### src/rtl/int_sum_ctrl.sv
// int_sum_ctrl: sequencer for the CDP/LRN local-window sum-of-squares datapath.
// Turns a valid/ready stream of squared samples into the stage-1/stage-2 load
// strobes of the two-stage sum block, tracks pipeline occupancy, applies
// downstream backpressure, counts elements and pulses done after the last sum.
// Optional build macro INT_SUM_CTRL_PERF_EN adds a saturating stall counter
// (dp2reg_stall_cnt) counting cycles where a sum is held by the consumer.
module int_sum_ctrl #(
   parameter int CNT_W  = 16,
   parameter int PERF_W = 32
) (
   input  logic             nvdla_core_clk,
   input  logic             nvdla_core_rstn,
   input  logic             reg2dp_op_en,
   input  logic [1:0]       reg2dp_normalz_len,
   input  logic [CNT_W-1:0] reg2dp_elem_num,
   input  logic             sq_in_vld,
   output logic             sq_in_rdy,
   output logic             sum_out_vld,
   input  logic             sum_out_rdy,
   output logic             load_din_d,
   output logic             load_din_2d,
   output logic             len5,
   output logic             len7,
   output logic             len9,
   output logic [1:0]       len_sel,
   output logic             op_busy,
   output logic             dp2reg_done
`ifdef INT_SUM_CTRL_PERF_EN
   ,
   output logic [PERF_W-1:0] dp2reg_stall_cnt
`endif
);

   typedef enum logic [1:0] {
      IDLE  = 2'd0,
      RUN   = 2'd1,
      DRAIN = 2'd2
   } state_t;

   state_t           state;
   state_t           next_state;
   logic             p1_vld;
   logic             p2_vld;
   logic [CNT_W-1:0] in_cnt;
   logic [CNT_W-1:0] out_cnt;
   logic             out_hs;
   logic             last_in;
   logic             last_out;
   logic             start;

   // Next-state and pipeline strobes, all derived from registered state.
   always_comb begin
      next_state  = state;
      load_din_2d = p1_vld & (~p2_vld | sum_out_rdy);
      sq_in_rdy   = 1'b0;
      load_din_d  = 1'b0;
      sum_out_vld = p2_vld;
      op_busy     = (state != IDLE);
      out_hs      = p2_vld & sum_out_rdy;
      start       = 1'b0;
      last_in     = 1'b0;
      last_out    = 1'b0;
      case (state)
         IDLE: begin
            if (reg2dp_op_en) begin
               start      = 1'b1;
               next_state = RUN;
            end
         end
         RUN: begin
            sq_in_rdy  = ~p1_vld | load_din_2d;
            load_din_d = sq_in_vld & sq_in_rdy;
            last_in    = load_din_d & (in_cnt == reg2dp_elem_num);
            if (last_in) begin
               next_state = DRAIN;
            end
         end
         DRAIN: begin
            last_out = out_hs & (out_cnt == reg2dp_elem_num);
            if (last_out) begin
               next_state = IDLE;
            end
         end
         default: begin
            next_state = IDLE;
         end
      endcase
   end

   // State register.
   always_ff @(posedge nvdla_core_clk or negedge nvdla_core_rstn) begin
      if (!nvdla_core_rstn) begin
         state <= IDLE;
      end else begin
         state <= next_state;
      end
   end

   // Stage occupancy: a stage fills on its load strobe and empties when its
   // contents move on without being replaced.
   always_ff @(posedge nvdla_core_clk or negedge nvdla_core_rstn) begin
      if (!nvdla_core_rstn) begin
         p1_vld <= 1'b0;
         p2_vld <= 1'b0;
      end else begin
         p1_vld <= load_din_d | (p1_vld & ~load_din_2d);
         p2_vld <= load_din_2d | (p2_vld & ~sum_out_rdy);
      end
   end

   // Element counters; the final event is detected before incrementing so an
   // all-ones element count never wraps the counter.
   always_ff @(posedge nvdla_core_clk or negedge nvdla_core_rstn) begin
      if (!nvdla_core_rstn) begin
         in_cnt  <= '0;
         out_cnt <= '0;
      end else if (start) begin
         in_cnt  <= '0;
         out_cnt <= '0;
      end else begin
         if (load_din_d && !last_in) begin
            in_cnt <= in_cnt + CNT_W'(1);
         end
         if (out_hs && !last_out && (state != IDLE)) begin
            out_cnt <= out_cnt + CNT_W'(1);
         end
      end
   end

   // Completion pulse follows the cycle of the last output handshake.
   always_ff @(posedge nvdla_core_clk or negedge nvdla_core_rstn) begin
      if (!nvdla_core_rstn) begin
         dp2reg_done <= 1'b0;
      end else begin
         dp2reg_done <= last_out;
      end
   end

   // Window length is latched at op start so later register writes are ignored.
   always_ff @(posedge nvdla_core_clk or negedge nvdla_core_rstn) begin
      if (!nvdla_core_rstn) begin
         len_sel <= 2'd0;
         len5    <= 1'b0;
         len7    <= 1'b0;
         len9    <= 1'b0;
      end else if (start) begin
         len_sel <= reg2dp_normalz_len;
         len5    <= (reg2dp_normalz_len == 2'd1);
         len7    <= (reg2dp_normalz_len == 2'd2);
         len9    <= (reg2dp_normalz_len == 2'd3);
      end
   end

`ifdef INT_SUM_CTRL_PERF_EN
   // Saturating count of cycles where a finished sum waits on the consumer.
   always_ff @(posedge nvdla_core_clk or negedge nvdla_core_rstn) begin
      if (!nvdla_core_rstn) begin
         dp2reg_stall_cnt <= '0;
      end else if (start) begin
         dp2reg_stall_cnt <= '0;
      end else if (sum_out_vld && !sum_out_rdy && !(&dp2reg_stall_cnt)) begin
         dp2reg_stall_cnt <= dp2reg_stall_cnt + PERF_W'(1);
      end
   end
`endif

endmodule

### config.mk
export PLATFORM = sky130hd
export DESIGN_NAME = int_sum_ctrl
export DESIGN_NICKNAME = d
export VERILOG_FILES = /design/src/rtl/int_sum_ctrl.sv
export SDC_FILE = /design/constraint.sdc
export NUM_CORES = 1
export LEC_CHECK = 0
export CAP_MARGIN = 15
export CORE_MARGIN = 2
export CORE_UTILIZATION = 30
export DETAILED_ROUTE_END_ITERATION = 6
export MAX_ROUTING_LAYER = met4
export PLACE_DENSITY_LB_ADDON = 0.05
export SLEW_MARGIN = 20
export SYNTH_ARGS = -nofsm -noshare
export SYNTH_HDL_FRONTEND = slang
export SYNTH_SLANG_ARGS = --single-unit
### constraint.sdc
create_clock -name nvdla_core_clk -period 2.2 [get_ports nvdla_core_clk]
set_clock_uncertainty 0.1 [all_clocks]
set_input_delay 0.44 -clock nvdla_core_clk [delete_from_list [all_inputs] [get_ports nvdla_core_clk]]
set_output_delay 0.44 -clock nvdla_core_clk [all_outputs]
set_load 0.1 [all_outputs]
# Word-level counts from Yosys, hierarchy flattened
# Cells that the tools add are included.
[word_totals] regBits=42 in_bits=23 output_inout_bits=11 word_cells=61
[op_classes] n_addsub=2 eq_ne=10 muxes=14 bitwise=15 n_reduce_logical=10
[op_table] op="16-bit 2-to-1 mux" count=4
[op_table] op="16-bit by 1-bit adder with 16-bit output, second input constant" count=2
[op_table] op="16-bit equality test" count=2
[op_table] op="1-bit AND" count=7
[op_table] op="2-bit equality test, second input constant" count=3
[op_table] op="1-bit 2-to-1 mux" count=6
[op_table] op="2-bit 2-to-1 mux" count=3
[op_table] op="2-bit != test, second input constant" count=3
[op_table] op="2-bit case mux with 3 select lines" count=1
[op_table] op="2-bit nonzero test" count=3
[op_table] op="2-bit by 1-bit equality test with 1-bit output, second input constant" count=2
[op_table] op="1-bit NOT" count=4
[op_table] op="1-bit OR" count=4
[op_table] op="1-bit logical AND" count=3
[op_table] op="3-bit AND reduction" count=1
[op_table] op="1-bit logical NOT" count=2
[op_table] op="2-bit logical NOT" count=1

# Logic depth before layout (Yosys ltp)
# Gate-level depths: netlist of run 1.
[depth] depth_word=11 mapped_depth=8 ltp_nobuf=8

# Worst setup path after synthesis of run 1
# Ideal clock, no wire load.
[synth_timing] path_type="flip-flop to flip-flop" from="register p2_vld, in the netlist sum_out_vld" to="register in_cnt[12]" setup_ps=78 t_arrival_ps=2760 required_ps=2022 path_slack_ps=-738 stages_incl_launch_ff=9 n_path_buf=1 period_less_slack_ps=2938 cell_sequence="dfrtp_1 > nand3b_1 > and2_2 > nand2_2 > clkinv_2 > nand4_1 > buf_2 > or3_1 > a21oi_1"
[synth_via] word_cells_on_any_way=11 cone_classes="2 x mux; 6 x bitwise; 3 x reduce/logical"
[synth_rtl] item="start, declared" line_no="43" text="logic p2_vld;"
[synth_rtl] item="start signal, assigned" line_no="107" text="p2_vld <= load_din_2d | (p2_vld & ~sum_out_rdy);"
[synth_rtl] item="1-bit NOT" line_no="54" text="load_din_2d = p1_vld & (~p2_vld | sum_out_rdy);"
[synth_rtl] item="1-bit OR" line_no="54"
[synth_rtl] item="1-bit AND" line_no="54"
[synth_rtl] item="1-bit OR" line_no="71" text="sq_in_rdy = ~p1_vld | load_din_2d;"
[synth_rtl] item="1-bit AND" line_no="72" text="load_din_d = sq_in_vld & sq_in_rdy;"
[synth_rtl] item="1-bit 2-to-1 mux" line_no="63" text="case (state)"
[synth_rtl] item="via load_din_d" line_no="20" text="output logic load_din_d,"
[synth_rtl] item="1-bit logical AND" line_no="121" text="if (load_din_d && !last_in) begin"
[synth_rtl] item="2-bit nonzero test (no line)"
[synth_rtl] item="end signal, assigned" line_no="122" text="in_cnt <= in_cnt + CNT_W'(1);"
[synth_rtl] item="end, declared" line_no="44" text="logic [CNT_W-1:0] in_cnt;"
# The timed path passes the listed nets, and every way through them passes these cells.
# A chain may end at the register's enable or synchronous reset.

# Worst setup path in the final report of run 1
[layout_timing] from="input reg2dp_elem_num[12]" to="register in_cnt[8]"
[layout_via] elab_chain_cells=6
[layout_rtl] item="start, declared" line_no="15" text="input logic [CNT_W-1:0] reg2dp_elem_num,"
[layout_rtl] item="16-bit equality test" line_no="73" text="last_in = load_din_d & (in_cnt == reg2dp_elem_num);"
[layout_rtl] item="1-bit AND" line_no="73"
[layout_rtl] item="1-bit 2-to-1 mux" line_no="63"
[layout_rtl] item="1-bit logical NOT" line_no="121"
[layout_rtl] item="1-bit logical AND" line_no="121"
[layout_rtl] item="2-bit nonzero test (no line)"
# No other way between the ends.

==> results of run 1 <==
[cell families after synthesis]
kind of cell | after synthesis | synth area share [%]
AO/OA/AOI/OAI | 38 | 9.60
flip-flops | 42 | 43.6
XOR/XNOR | 37 | 13.4
adder cells (fa/ha/maj) | 2 | 1.04
multiplexers | 11 | 4.57
AND/OR/NAND/NOR | 111 | 25.6
buffers and inverters | 13 | 2.13
[final cells by class]
type | count | area, um2 | share of cell area [%]
timing repair buffer | 57 | 572 | 17.6
clock buffer | 7 | 76.3 | 2.35
multi-input combinational | 199 | 1380 | 42.5
inverter | 7 | 38.8 | 1.19
tap | 102 | 128 | 3.92
sequential | 42 | 1060 | 32.5
[final timing paths]
| check | from | end | slack [ns] |
|---|---|---|---|
| max in group asynchronous | nvdla_core_rstn | in_cnt[14] | 1.49 |
| max reg2reg | out_cnt[10] | out_cnt[2] | 0.12 |
| max | reg2dp_elem_num[12] | in_cnt[8] | 0.09 |
| min reg2reg | p1_vld | sum_out_vld | 0.38 |
| min in group nvdla_core_clk | p1_vld | sum_out_vld | 0.38 |
| min | nvdla_core_rstn | sum_out_vld | -0.002 |
[sequential cells by signal, summed over array words and instances (netlist names)]
| register | cells |
|---|---|
| len7 | 1 |
| p1_vld | 1 |
| len_sel | 2 |
| out_cnt | 16 |
| state | 2 |
| len5 | 1 |
| dp2reg_done | 1 |
| len9 | 1 |
| sum_out_vld | 1 |
| in_cnt | 16 |
[worst register-to-register path: cells and delay by family, from the launching register on]
family	cells	cell delay (ns)
mux	1	0.11
xor+xnor	1	0.20
simple gates	4	1.11
flops	1	0.45
[per-stage QoR]
stage          cell area (um2)  util [%]  hold slack, ns
2_1_floorplan             2430         -          0.0444
3_3_place_gp              3070      39.5           0.339
3_5_place_dp              3070      39.5           0.333
4_1_cts                   3170      40.9          0.0139
5_1_grt                   3250      41.9          0.0128
6_report                  3250      41.9        -0.00162
[report_power, final]
| group | switching (mW) | internal [mW] | leakage (nW) |
|---|---|---|---|
| sequential | 0 | 0.771 | 0.573 |
| combinational | 0.0568 | 0.0514 | 1.02 |
| clock | 0.265 | 0.219 | 0.0383 |
[cell usage in the layout, fill, tap and decap left out, types with 2 or more instances in the layout]
cell and n:
sky130_fd_sc_hd__and4_1 2, sky130_fd_sc_hd__buf_12 6, sky130_fd_sc_hd__nor4_2 7, sky130_fd_sc_hd__and4_4 2, sky130_fd_sc_hd__dlymetal6s2s_1 9, sky130_fd_sc_hd__nand3_1 5
sky130_fd_sc_hd__dlygate4sd2_1 3, sky130_fd_sc_hd__or3_1 12, sky130_fd_sc_hd__xnor2_1 4, sky130_fd_sc_hd__o21ai_0 10, sky130_fd_sc_hd__nand2b_1 3, sky130_fd_sc_hd__and3_1 4
sky130_fd_sc_hd__mux2i_1 11, sky130_fd_sc_hd__a21oi_1 14, sky130_fd_sc_hd__buf_4 29, sky130_fd_sc_hd__clkbuf_8 5, sky130_fd_sc_hd__clkdlybuf4s50_1 9, sky130_fd_sc_hd__xor2_1 32
sky130_fd_sc_hd__dfrtp_1 40, sky130_fd_sc_hd__nand2_1 36, sky130_fd_sc_hd__ha_1 2, sky130_fd_sc_hd__o21ai_1 3, sky130_fd_sc_hd__nor2_1 11, sky130_fd_sc_hd__nand3b_1 3
sky130_fd_sc_hd__and2_1 3, sky130_fd_sc_hd__nand2_2 2, sky130_fd_sc_hd__clkbuf_1 2, sky130_fd_sc_hd__nand4_1 10, sky130_fd_sc_hd__inv_1 6, sky130_fd_sc_hd__a31o_1 2
[per-layer routing]
| metal | global-route usage (%) | vias to the layer above |
|---|---|---|
| met5 | - | - |
| met4 | 2.90 | 0 |
| met3 | 3.53 | 2 |
| met2 | 25.2 | 24 |
| met1 | 22.2 | 999 |
| li1 | - | 1011 |
[repair_timing]
action	4_1_cts	5_1_grt
pin swaps	4	9
gates resized for setup	7	17
setup buffers	1	2
endpoints found under the setup margin	16	26
endpoints found under the hold margin	0	0
==> impl_metrics.py, run 1 <==
metrics = {
    "global_route": {
        "number_of_antenna_violations_at_the_first_check_in_global_routing": 0,
        "via_count_of_the_first_global_routing_pass": 1999,
        "gr-usage-all-layers_pct": 16.2,
        "grt_first_pass_wirelength_mm": 10.5,
        "overflow": 0,
        "largest_net_degree_at_the_start_of_global_routing": 26,
    },
    "worst_setup_path": {
        "worst_path_max_delay_cell": "sky130_fd_sc_hd__clkdlybuf4s50_1",
        "kind_of_end_point_of_the_critical_path": "register",
        "crit_buf_inv": 3,
        "path_class": "in -> reg",
        "worst-path-max-fanout": 12,
        "delay_contributed_by_the_slowest_stage_of_the_critical_path_ns": 0.51,
        "cp_top_family": "buffers and inverters",
        "crit_chain": "clkdlybuf4s50_1, buf_4, xor2_2, nor4_2, nand4_1, nand4_1, buf_4, or3_1, a21oi_1",
        "critPathLaunchType": "input pin",
        "r2r.worst_path.cells": 6,
        "crit_arrival_ns": 2.23,
        "worst-endpoint-required_ns": 2.32,
        "cp.depth": 9,
    },
    "yosys": {
        "synth_nets": 279,
        "synthesis.instances": 254,
        "synth_async_sr_flop_share_pct": 100,
        "synth-main-ff-cell": "sky130_fd_sc_hd__dfrtp_1",
        "synth-warning-count": 0,
        "avgSynthCellArea_um2": 9.49,
        "netlist.top_cell.by_area": "sky130_fd_sc_hd__dfrtp_1",
        "syn-cell-area_mm2": 0.00241,
        "ys_top_cells_by_count": "42 x sky130_fd_sc_hd__dfrtp_1, 37 x sky130_fd_sc_hd__nand2_1, 33 x sky130_fd_sc_hd__xor2_1",
        "synth.top_cell.area_share_pct": 43.6,
        "synth_edf_count": 0,
        "synth_area_leaders": "sky130_fd_sc_hd__dfrtp_1 44%, sky130_fd_sc_hd__xor2_1 12%, sky130_fd_sc_hd__nand2_1 5.8%",
        "yosys.cell_count.top_type": "sky130_fd_sc_hd__dfrtp_1",
        "synth.ff_latch_count": 42,
        "synthDistinctLibCells": 43,
        "ys_seq_area_share_pct": 43.6,
    },
    "die": {
        "floorplan.die_area_mm2": 0.00877,
        "fp.dieW_um": 93.7,
        "row_count": 32,
        "design.core.area_mm2": 0.00777,
        "ios": 34,
        "die_h_um": 93.7,
        "initial_core_util_pct": 31.0,
    },
    "placed_design": {
        "port_buffers": 33,
        "hpwlAfterDp_mm": 4.90,
        "globalplace.congestion": 0.796,
        "place_inst": 404,
        "pre_cts_slack_ns": -0.416,
    },
    "finish": {
        "count_of_filler_cells_inserted_in_the_layout": 815,
        "insertedDiodeCount": 0,
        "area_growth_pct": 34.9,
        "design.final.nets": 337,
        "post_route_cells_drive_above_1_share_pct": 21.2,
        "final-instance-count-excl-fill": 414,
    },
    "min_path": {
        "worstHoldPathType": "in -> async",
    },
    "pwr": {
        "total_power_mw": 1.36,
        "maximum_vdd_drop_uv": 201,
        "power.density_mw_per_mm2": 419,
        "static-leakage-power_nw": 1.63,
    },
    "clocking": {
        "cts.sink_count": 42,
        "ctsHoldBuffers": 0,
        "clock_path_buffers": 2,
        "cts-root-buf": "sky130_fd_sc_hd__clkbuf_8",
        "worst_skew_pair.late_latency_ns": 0.29,
        "numCtsBuffers": 5,
        "tritoncts": "built",
        "clock_input_transition_at_the_sequential_cells_of_the_worst_setup_and_hold_paths_ns": 0.08,
        "cts_htree_levels": 2,
    },
    "routing": {
        "vias_per_inst": 4.92,
        "met3RoutedLength_um": 163,
        "dr_total_vias": 2036,
        "met2_wire_length_mm": 3.13,
        "post_drt_wl_per_cell_um": 15.9,
        "first_iter_violations": 71,
        "postRouteWirelength_mm": 6.59,
        "antenna_violating_nets_post_route": 0,
        "drtPass1Iterations": 4,
        "wl_met1_mm": 3.26,
        "top_layer": "met4",
        "post-route-drc-count": 0,
    },
    "sta": {
        "final-max-slew-violation-count": 0,
        "setup_slack_ns": 0.0863,
        "fmax_mhz": 473,
        "final-hold-violation-count": 2,
        "post-route-period-util_pct": 96.1,
        "final-setup-viol-count": 0,
        "max_slew.worst_pin.slew_ns": 0.484,
        "timing.final.crit_period_ns": 2.11,
        "max_slew_margin_pct": 67.7,
        "worst_hold_slack_ns": -0.00162,
        "setup_repair_after_global_routing_missed_its_margin": "no",
        "total_neg_setup_slack_ns": 0,
    },
    "run_status": {
        "violations": "negative hold slack",
        "run_status": "finished with violations",
    },
    "flow_run": {
        "cap_viol_max_count": 0,
    },
}
(Power assumes the default switching activity.)
==> inputs of run 2 (changes only) <==
Settings changed: CELL_PAD_IN_SITES_DETAIL_PLACEMENT from default to 0, CELL_PAD_IN_SITES_GLOBAL_PLACEMENT from default to 1.
==> impl_metrics.py, run 2 (same netlist as run 1, synthesis figures left out) <==
metrics = {
    "clocking": {
        "numCtsBuffers": 5,
        "clock_path_buffers": 2,
        "cts-root-buf": "sky130_fd_sc_hd__clkbuf_8",
        "clock_input_transition_at_the_sequential_cells_of_the_worst_setup_and_hold_paths_ns": 0.08,
        "cts.sink_count": 42,
        "ctsHoldBuffers": 0,
        "cts_htree_levels": 2,
        "tritoncts": "built",
        "worst_skew_pair.late_latency_ns": 0.29,
    },
    "routing": {
        "met3RoutedLength_um": 137,
        "first_iter_violations": 73,
        "postRouteWirelength_mm": 6.56,
        "met2_wire_length_mm": 3.12,
        "dr_total_vias": 2004,
        "top_layer": "met4",
        "drtPass1Iterations": 6,
        "antenna_violating_nets_post_route": 0,
        "post-route-drc-count": 0,
        "wl_met1_mm": 3.28,
        "post_drt_wl_per_cell_um": 15.8,
        "vias_per_inst": 4.82,
    },
    "global_route": {
        "number_of_antenna_violations_at_the_first_check_in_global_routing": 0,
        "overflow": 0,
        "grt_first_pass_wirelength_mm": 10.7,
        "gr-usage-all-layers_pct": 16.5,
        "largest_net_degree_at_the_start_of_global_routing": 23,
        "via_count_of_the_first_global_routing_pass": 2019,
    },
    "placed_design": {
        "port_buffers": 33,
        "place_area_mm2": 0.00309,
        "hpwlAfterDp_mm": 5.01,
        "globalplace.congestion": 0.770,
        "place_inst": 407,
    },
    "die": {
        "initial_core_util_pct": 31.0,
        "fp.dieW_um": 93.7,
        "row_count": 32,
        "ios": 34,
        "floorplan.die_area_mm2": 0.00877,
        "die_h_um": 93.7,
        "design.core.area_mm2": 0.00777,
    },
    "worst_setup_path": {
        "crit_buf_inv": 1,
        "path_class": "in -> reg",
        "worst-endpoint-required_ns": 2.27,
        "kind_of_end_point_of_the_critical_path": "register",
        "delay_contributed_by_the_slowest_stage_of_the_critical_path_ns": 0.48,
        "crit_arrival_ns": 2.18,
        "cp_top_family": "simple AND/OR/NAND/NOR gates",
        "worst-path-max-fanout": 5,
        "worst_path_max_delay_cell": "sky130_fd_sc_hd__clkdlybuf4s50_1",
        "critPathLaunchType": "input pin",
        "crit_chain": "clkdlybuf4s50_1, xor2_1, nor4_2, nand4_4, or2_4, and3_1, mux2i_1",
    },
    "sta": {
        "max_slew.worst_pin.slew_ns": 0.545,
        "setup_repair_after_global_routing_missed_its_margin": "no",
        "final-max-slew-violation-count": 0,
        "final-setup-viol-count": 0,
        "final-hold-violation-count": 0,
        "fmax_mhz": 475,
        "max_slew_margin_pct": 63.7,
        "worst_hold_slack_ns": 0.0282,
        "timing.final.crit_period_ns": 2.11,
        "post-route-period-util_pct": 95.7,
    },
    "min_path": {
        "worstHoldPathType": "in -> async",
    },
    "pwr": {
        "maximum_vdd_drop_uv": 236,
        "internal_portion_of_total_power_mw": 1.05,
        "netSwitchingFraction_pct": 23.5,
        "power_frac_seq_pct": 56.2,
        "clkPwrFrac_pct": 35.8,
        "power.density_mw_per_mm2": 418,
        "static-leakage-power_nw": 1.66,
        "power.net_switching_uw": 323,
        "comb_power_share_pct": 8.0,
    },
    "finish": {
        "count_of_filler_cells_inserted_in_the_layout": 799,
        "layout.cells.most_common": "sky130_fd_sc_hd__dfrtp_1",
        "layout.cells.most_common_list": "40 x sky130_fd_sc_hd__dfrtp_1, 37 x sky130_fd_sc_hd__nand2_1, 30 x sky130_fd_sc_hd__xor2_1, 30 x sky130_fd_sc_hd__buf_4, 14 x sky130_fd_sc_hd__a21oi_1",
        "post_route_cells_drive_above_1_share_pct": 21.7,
        "final-instance-count-excl-fill": 416,
        "area_growth_pct": 36.2,
        "layout.core_utilization_pct": 42.3,
        "design.final.nets": 338,
        "insertedDiodeCount": 0,
        "finish.instance_area_mm2": 0.00328,
        "reg.largest.list": "in_cnt: 16 flops, out_cnt: 16 flops",
    },
    "flow_run": {
        "cap_viol_max_count": 0,
    },
    "run_status": {
        "run_status": "finished clean",
    },
}
run 2: changes by cell type in the layout (fill, tap and decap cells not counted):
cell	change
sky130_fd_sc_hd__nand2_1	+1
sky130_fd_sc_hd__dlymetal6s2s_1	+3
sky130_fd_sc_hd__clkdlybuf4s50_1	-2
sky130_fd_sc_hd__xor2_1	-2
sky130_fd_sc_hd__nand2_2	-1
sky130_fd_sc_hd__clkbuf_1	+1
sky130_fd_sc_hd__xor2_2	+2
sky130_fd_sc_hd__dlygate4sd2_1	-1
sky130_fd_sc_hd__buf_4	+1
run 2: path summary, 6_finish.rpt:
path | depth (start not counted) | startpoint | end | slack, ns
min reg2reg | 2 | len5 | len5 | 0.38
min | 1 | nvdla_core_rstn | sum_out_vld | 0.03
min in group nvdla_core_clk | 2 | len5 | len5 | 0.38
max | 7 | reg2dp_elem_num[3] | out_cnt[2] | 0.09
max reg2reg | 6 | out_cnt[10] | out_cnt[2] | 0.12
max in group asynchronous | 2 | nvdla_core_rstn | state[0] | 1.46
run 2: area by class of cell:
type,count,area [um2],area share (%)
Clock buffer,8,80.1,2.44
Inverter,7,38.8,1.18
Multi-Input combinational cell,199,1390,42.4
Sequential cell,42,1060,32.2
Tap cell,102,128,3.89
Timing Repair Buffer,58,588,17.9
run 2: layer usage:
layer / vias up / track usage [%]
met5: - / -
met4: 0 / 3.26
met3: 2 / 2.73
met2: 18 / 26.1
met1: 974 / 22.6
li1: 1010 / -
run 2: power by group through the flow:
stage / clock network (mW) / registers [mW] / logic [mW]
after floorplan: 0 / 0.787 / 0.0229
after global placement: 0 / 0.787 / 0.110
after detailed placement: 0 / 0.787 / 0.109
after CTS: 0.512 / 0.771 / 0.109
after global routing: 0.548 / 0.771 / 0.120
final: 0.492 / 0.771 / 0.109
run 2: through the flow:
step / total power [mW] / setup slack, ns / TNS [ns]
6_report: 1.37 / 0.0941 / 0
5_1_grt: 1.44 / 0.00731 / 0
4_1_cts: 1.39 / -0.00917 / -0.00917
3_5_place_dp: 0.895 / -0.337 / -8.56
3_3_place_gp: 0.896 / -0.350 / -8.52
2_1_floorplan: 0.810 / -0.0866 / -0.629
run 2: repair_timing:
| action | 4_1_cts | 5_1_grt |
|---|---|---|
| setup endpoints to repair | 5 | 33 |
| endpoints found under the hold margin | 0 | 0 |
| setup buffers | 1 | 0 |
| gates resized for setup | 3 | 24 |
| pin swaps | 1 | 8 |
run 2: worst register-to-register path: stages (launching register included):
cell and delay [ns]:
sky130_fd_sc_hd__dfrtp_1 0.46, sky130_fd_sc_hd__xor2_1 0.20, sky130_fd_sc_hd__nor4_2 0.40, sky130_fd_sc_hd__nand4_4 0.20, sky130_fd_sc_hd__or2_4 0.32, sky130_fd_sc_hd__and3_1 0.18, sky130_fd_sc_hd__mux2i_1 0.11
